--- src/rtl/mnist_verify_pkg.sv ---
// Shared types, widths and the signed-argmax helper for the MNIST batch
// verification controller.
package mnist_verify_pkg;

  typedef logic [3:0] state_t;

  localparam state_t ST_IDLE     = 4'd0;
  localparam state_t ST_START    = 4'd1;
  localparam state_t ST_STREAM   = 4'd2;
  localparam state_t ST_WAIT_RES = 4'd3;
  localparam state_t ST_COMPARE  = 4'd4;
  localparam state_t ST_HOLD     = 4'd5;
  localparam state_t ST_NEXT     = 4'd6;
  localparam state_t ST_DONE     = 4'd7;
  localparam state_t ST_ERR      = 4'd8;

  function automatic int clog2_min1(input int n);
    return (n > 1) ? $clog2(n) : 1;
  endfunction

  localparam int DEF_NUM_CLASS = 10;
  localparam int DEF_NUM_IMG   = 4;
  localparam int CLS_W         = clog2_min1(DEF_NUM_CLASS);
  localparam int IDX_W         = clog2_min1(DEF_NUM_IMG);

  // Upper bounds of the argmax helper; callers zero-extend their vector.
  localparam int MAX_CLASS   = 64;
  localparam int MAX_SCORE_W = 32;
  localparam int MAX_VEC     = MAX_CLASS * MAX_SCORE_W;

  // Signed argmax over num_class scores of score_w bits; ties go to the
  // lowest index because only a strictly greater score replaces the best.
  function automatic logic [31:0] signed_argmax(input logic [MAX_VEC-1:0] vec,
                                                input int num_class,
                                                input int score_w);
    logic [63:0]        mask;
    logic [63:0]        raw;
    logic signed [63:0] cur;
    logic signed [63:0] best;
    logic [31:0]        idx;
    mask = (64'd1 << score_w) - 64'd1;
    best = '0;
    idx  = '0;
    for (int k = 0; k < MAX_CLASS; k++) begin
      if (k < num_class) begin
        raw = 64'(vec >> (k * score_w)) & mask;
        if (((raw >> (score_w - 1)) & 64'd1) != 64'd0) begin
          cur = signed'(raw | ~mask);
        end else begin
          cur = signed'(raw);
        end
        if (k == 0 || cur > best) begin
          best = cur;
          idx  = 32'(k);
        end
      end
    end
    return idx;
  endfunction

endpackage

--- src/rtl/mnist_verify_ctrl_key_debounce.sv ---
// Two-flop synchroniser plus stability-count debouncer for the push button;
// emits a one-cycle pulse on each accepted rising edge.
module key_debounce
  import mnist_verify_pkg::*;
#(
  parameter int DEBOUNCE_CYCLES = 1000000
) (
  input  logic clk,
  input  logic rst,
  input  logic din,
  output logic level,
  output logic rise_pulse
);

  localparam int CNT_W = clog2_min1(DEBOUNCE_CYCLES + 1);
  localparam logic [CNT_W-1:0] CNT_LAST = CNT_W'(DEBOUNCE_CYCLES - 1);

  logic             meta;
  logic             sync;
  logic [CNT_W-1:0] cnt;

  // NOTE: sequential state uses non-blocking assignments only, and reset is
  // sampled on the clock edge rather than in the sensitivity list.
  always_ff @(posedge clk) begin
    if (rst) begin
      meta       <= 1'b0;
      sync       <= 1'b0;
      level      <= 1'b0;
      rise_pulse <= 1'b0;
      cnt        <= '0;
    end else begin
      meta       <= din;
      sync       <= meta;
      rise_pulse <= 1'b0;
      if (sync == level) begin
        cnt <= '0;
      end else if (cnt >= CNT_LAST) begin
        cnt        <= '0;
        level      <= sync;
        rise_pulse <= sync;
      end else begin
        cnt <= cnt + CNT_W'(1);
      end
    end
  end

endmodule

--- src/rtl/mnist_verify_ctrl.sv ---
// Batch verification controller: streams NUM_IMG images through the core,
// checks each argmax against the expected label and reports on LEDs.
module mnist_verify_ctrl
  import mnist_verify_pkg::*;
#(
  parameter int NUM_CLASS       = 10,
  parameter int SCORE_W         = 8,
  parameter int PIX_PER_IMG     = 784,
  parameter int NUM_IMG         = 4,
  parameter int DEBOUNCE_CYCLES = 1000000,
  parameter int HOLD_CYCLES     = 50000000,
  parameter int TIMEOUT_CYCLES  = 2000000
) (
  input  logic                                    clk,
  input  logic                                    rst,
  input  logic                                    key_in,
  output logic                                    img_start,
  output logic [clog2_min1(NUM_IMG)-1:0]          img_idx,
  input  logic                                    pix_vld,
  input  logic [clog2_min1(NUM_CLASS)-1:0]        exp_label,
  input  logic [NUM_CLASS*SCORE_W-1:0]            res_din,
  input  logic                                    res_vld,
  input  logic                                    res_end,
  output logic [clog2_min1(NUM_CLASS)-1:0]        pred_label,
  output logic                                    led_pass,
  output logic                                    led_busy,
  output logic [clog2_min1(NUM_IMG+1)-1:0]        pass_cnt,
  output logic [clog2_min1(NUM_IMG+1)-1:0]        fail_cnt,
  output logic                                    done,
  output logic                                    err_timeout,
  output logic                                    err_proto
);

  localparam int LBL_W    = clog2_min1(NUM_CLASS);
  localparam int IDX_BITS = clog2_min1(NUM_IMG);
  localparam int CNT_W    = clog2_min1(NUM_IMG + 1);
  localparam int PX_W     = clog2_min1(PIX_PER_IMG + 1);
  localparam int HOLD_W   = clog2_min1(HOLD_CYCLES + 1);
  localparam int TO_W     = clog2_min1(TIMEOUT_CYCLES + 1);

  localparam logic [PX_W-1:0]     PIX_LAST  = PX_W'(PIX_PER_IMG - 1);
  localparam logic [HOLD_W-1:0]   HOLD_LAST = HOLD_W'(HOLD_CYCLES - 1);
  localparam logic [TO_W-1:0]     TO_LAST   = TO_W'(TIMEOUT_CYCLES - 1);
  localparam logic [IDX_BITS-1:0] IDX_LAST  = IDX_BITS'(NUM_IMG - 1);

  logic                         unused_key_level;
  logic                         key_go;
  state_t                       state;
  logic [PX_W-1:0]              pix_cnt;
  logic [HOLD_W-1:0]            hold_cnt;
  logic [TO_W-1:0]              to_cnt;
  logic [NUM_CLASS*SCORE_W-1:0] res_cap;
  logic [LBL_W-1:0]             pred_now;
  logic                         timed_out;
  logic                         proto_hit;
  logic                         key_ok;

  key_debounce #(
    .DEBOUNCE_CYCLES(DEBOUNCE_CYCLES)
  ) u_key (
    .clk       (clk),
    .rst       (rst),
    .din       (key_in),
    .level     (unused_key_level),
    .rise_pulse(key_go)
  );

  assign img_start = (state == ST_START);
  assign pred_now  = LBL_W'(signed_argmax(MAX_VEC'(res_cap), NUM_CLASS, SCORE_W));
  assign timed_out = (to_cnt >= TO_LAST);
  assign key_ok    = key_go && (state == ST_IDLE || state == ST_DONE || state == ST_ERR);
  assign proto_hit = (pix_vld && state != ST_STREAM) ||
                     (res_vld && res_end && state != ST_WAIT_RES);

  always_ff @(posedge clk) begin
    if (rst) begin
      state       <= ST_IDLE;
      img_idx     <= '0;
      pix_cnt     <= '0;
      hold_cnt    <= '0;
      to_cnt      <= '0;
      res_cap     <= '0;
      pred_label  <= '0;
      led_pass    <= 1'b0;
      led_busy    <= 1'b0;
      pass_cnt    <= '0;
      fail_cnt    <= '0;
      done        <= 1'b0;
      err_timeout <= 1'b0;
      err_proto   <= 1'b0;
    end else begin
      case (state)
        ST_IDLE, ST_DONE, ST_ERR: begin
          if (key_ok) begin
            state       <= ST_START;
            img_idx     <= '0;
            pass_cnt    <= '0;
            fail_cnt    <= '0;
            done        <= 1'b0;
            err_timeout <= 1'b0;
            err_proto   <= 1'b0;
            led_busy    <= 1'b1;
            led_pass    <= 1'b0;
          end
        end
        ST_START: begin
          // The START cycle is the first cycle of the timeout window.
          pix_cnt <= '0;
          to_cnt  <= TO_W'(1);
          state   <= ST_STREAM;
        end
        ST_STREAM: begin
          if (timed_out) begin
            err_timeout <= 1'b1;
            led_busy    <= 1'b0;
            led_pass    <= 1'b0;
            state       <= ST_ERR;
          end else begin
            to_cnt <= to_cnt + TO_W'(1);
            if (pix_vld) begin
              pix_cnt <= pix_cnt + PX_W'(1);
              if (pix_cnt == PIX_LAST) begin
                state <= ST_WAIT_RES;
              end
            end
          end
        end
        ST_WAIT_RES: begin
          if (res_vld && res_end) begin
            res_cap <= res_din;
            state   <= ST_COMPARE;
          end else if (timed_out) begin
            err_timeout <= 1'b1;
            led_busy    <= 1'b0;
            led_pass    <= 1'b0;
            state       <= ST_ERR;
          end else begin
            to_cnt <= to_cnt + TO_W'(1);
          end
        end
        ST_COMPARE: begin
          pred_label <= pred_now;
          hold_cnt   <= '0;
          state      <= ST_HOLD;
          if (pred_now == exp_label) begin
            led_pass <= 1'b1;
            if (pass_cnt != '1) pass_cnt <= pass_cnt + CNT_W'(1);
          end else begin
            led_pass <= 1'b0;
            if (fail_cnt != '1) fail_cnt <= fail_cnt + CNT_W'(1);
          end
        end
        ST_HOLD: begin
          if (hold_cnt >= HOLD_LAST) begin
            led_pass <= 1'b0;
            state    <= ST_NEXT;
          end else begin
            hold_cnt <= hold_cnt + HOLD_W'(1);
          end
        end
        ST_NEXT: begin
          if (img_idx == IDX_LAST) begin
            done     <= 1'b1;
            led_busy <= 1'b0;
            led_pass <= (fail_cnt == '0);
            state    <= ST_DONE;
          end else begin
            img_idx <= img_idx + IDX_BITS'(1);
            state   <= ST_START;
          end
        end
        default: state <= ST_IDLE;
      endcase

      // Placed last so a protocol hit in the restart cycle still sticks.
      if (proto_hit) err_proto <= 1'b1;
    end
  end

endmodule

--- config.mk ---
export PLATFORM = sky130hd
export DESIGN_NAME = mnist_verify_ctrl
export DESIGN_NICKNAME = d
export VERILOG_FILES = /design/src/rtl/mnist_verify_pkg.sv /design/src/rtl/mnist_verify_ctrl_key_debounce.sv /design/src/rtl/mnist_verify_ctrl.sv
export SDC_FILE = /design/constraint.sdc
export NUM_CORES = 1
export LEC_CHECK = 0
export BUFFER_PORTS_ARGS = -buffer_cell sky130_fd_sc_hd__buf_2
export CORE_MARGIN = 2
export CORE_UTILIZATION = 50
export CTS_CLUSTER_SIZE = 24
export DETAILED_ROUTE_END_ITERATION = 8
export GPL_TIMING_DRIVEN = 0
export HOLD_SLACK_MARGIN = 0.02
export PLACE_DENSITY_LB_ADDON = 0.05
export RECOVER_POWER = 50
export SYNTH_ARGS = -nofsm -noshare
export SYNTH_HDL_FRONTEND = slang
export SYNTH_SLANG_ARGS = --single-unit
--- constraint.sdc ---
create_clock -name clk -period 41.9 [get_ports clk]
set_input_delay 6.285 -clock clk [delete_from_list [all_inputs] [get_ports clk]]
set_output_delay 6.285 -clock clk [all_outputs]
set_load 0.02 [all_outputs]
==> results.txt <==
run status: complete, no violations
H-tree depth: 4
Ys Warns: 0
Async S/R FF share, synth: 0
Post-Syn Instances: 1,344
Hold Buf Count CTS: 0
Sink Count: 182
CP Capture Type: flop
CTS Buf Count: 17
Post-Syn Area per Cell: 7.83 um^2
Layout area overhead: 13.5%
R2R Path Start: res_cap[7]$_SDFFE_PP0P_
Final Cycle Share: 0.410
core area: 20,800 um^2
number of global-route vias before repair: 8,811
Crit path top cell by count: ha_1
synthesis-stage register bit count: 182
Final Critical Period: 17.20 ns
post-synth top area cell: dfxtp_1
Final ANT Viol Nets: 0
num rows: 53
largest net degree at the start of global routing: 17
post-CTS setup buffer count: 0
Worst EP required: 42.23 ns
commonest non-fill, non-tap cells in the layout: nand2_1, dfxtp_1, a21oi_1, nor2_1, buf_2
starting density of the core: 0.506
Die Y: 149 um
Routability Congestion: 0.901
CP Max Fanout: 10
Critical path origin: res_cap[7]$_SDFFE_PP0P_
clock-pin slew on the worst setup and hold paths: 0.07 ns
Main synth FF type: dfxtp_1
first-pass GRT wire length: 43.6 mm
CP Depth: 70
register area share after synthesis: 0.346
Yosys top cell area share: 0.346
Routed WL per cell: 15.1 um
critical path type: flop to flop
fin cells: 1,758
Fmax: 0.0582 GHz
Hold Path Stages: 1
top post-synthesis cells by area: dfxtp_1, ha_1, nand2_1
worst-margin pin slew: 1.18 ns
commonest non-fill, non-tap cell in the layout: nand2_1
Hold Startpoint: u_key.meta$_SDFF_PP0_
Ports: 108
vias per std cell: 5.45
Port Buffers: 107
crit start category: flop
RSZ-0062 raised after global routing: false
initial antenna violation count: 0
layout cells sized above 1: 0.100
final setup vio count: 0
Crit path max-delay family: compound AO/OA/AOI/OAI gates
Synth cell types: 83
Die Span X: 149 um
Worst Hold Class: flop to flop
number of max-cap violations: 0
Max Slew Vio Count: 0
maximum clock path buffer count: 2
cell at the root of the clock tree: clkbuf_16
Clk Latency, worst-skew pair: 0.44 ns
Final Hold Viols: 0
WL final: 26.6 mm
n_diodes: 0
Post-synth EDFFs: 0
number of remaining DRC errors: 0
CP Buf/Inv Count: 11
Pre-antenna DRT Iters: 6
Critical-path top delay cell: nor4_1
Fin Clk Skew: 0.0144 ns
setup_tns: 0 ns
Worst EP arrival: 17.53 ns
CTS resizes: 0
CTS tree: built
Cell Area, Synth: 10,500 um^2
nets: 1,643
grt ovf: 0
placed cells: 1,727
Worst slew margin: 0.204
die outline area: 22,200 um^2
hpwl dp: 20.6 mm
CP max stage delay: 0.70 ns
Initial DRC Count: 415
All-Layer GR Usage: 0.244
R2R depth: 70
post-synth net total: 1,516
via count: 9,585
-- layout make-up --
class / instances / area (um^2)
Buffer: 53 / 204
Clock buffer: 20 / 447
Clock inverter: 11 / 115
Fill cell: 2032 / 8880
Inverter: 55 / 206
Multi-Input combinational cell: 1054 / 6470
Sequential cell: 182 / 3640
Tap cell: 275 / 344
Timing Repair Buffer: 108 / 515
-- routing by layer --
| layer | vias up | share of wire | track usage |
|---|---|---|---|
| met5 | - | 0 | 0 |
| met4 | 0 | 0.013 | 0.0624 |
| met3 | 23 | 0.035 | 0.0367 |
| met2 | 152 | 0.45 | 0.389 |
| met1 | 4433 | 0.50 | 0.346 |
| li1 | 4977 | - | - |
-- final timing paths --
check                           slack [ns]                       end
worst max-delay path                 24.70  fail_cnt[1]$_SDFFE_PP0P_
worst min-delay path                  0.46     u_key.sync$_SDFF_PP0_
worst max register to register       24.70  fail_cnt[1]$_SDFFE_PP0P_
worst min register to register        0.46     u_key.sync$_SDFF_PP0_
-- sequential cells by signal (all words and copies together), names as in the netlist --
| register | cells |
|---|---|
| u_key.rise_pulse | 1 |
| fail_cnt | 3 |
| u_key.level | 1 |
| to_cnt | 21 |
| led_pass | 1 |
| state | 4 |
| pred_label | 4 |
| u_key.sync | 1 |
| done | 1 |
| res_cap | 80 |
| pix_cnt | 10 |
| err_proto | 1 |
| led_busy | 1 |
| hold_cnt | 26 |
| u_key.meta | 1 |
| pass_cnt | 3 |
| u_key.cnt | 20 |
| img_idx | 2 |
| err_timeout | 1 |
-- cells in the mapped netlist, drive strengths merged, types with 16 or more instances --
library cell	count
a21oi	150
a31oi	17
clkbuf	49
dfxtp	182
ha	82
inv	54
nand2	228
nand2b	16
nand3	46
nand4	31
nor2	136
nor3	36
o211ai	18
o21ai	32
xnor2	23
xor2	44
-- cells by family (layout without fill, tap and decap cells) --
group / after synthesis / after routing / synth area share
AO/OA/AOI/OAI: 309 / 309 / 0.191
XOR/XNOR: 67 / 67 / 0.0557
adder cells (fa/ha/maj): 82 / 82 / 0.0975
buffers and inverters: 108 / 247 / 0.0393
flip-flops: 182 / 182 / 0.346
multiplexers: 15 / 15 / 0.0145
AND/OR/NAND/NOR: 581 / 581 / 0.256
-- per-stage QoR --
| step | setup slack, ns | util | instance area [um^2] | hold WS (ns) |
|---|---|---|---|---|
| after CTS | 24.86 | 0.576 | 12000 | 0.458 |
| after global placement | 25.17 | 0.548 | 11400 | 0.424 |
| after global routing | 23.27 | 0.574 | 11900 | 0.478 |
| after floorplan | 27.71 | - | 10500 | 0.414 |
| final | 24.70 | 0.574 | 11900 | 0.458 |
| after detailed placement | 24.93 | 0.549 | 11400 | 0.440 |
Power is left out: the tool's default activity adds up to more than one toggle a clock period on the data nets, which glitch-free logic cannot reach.
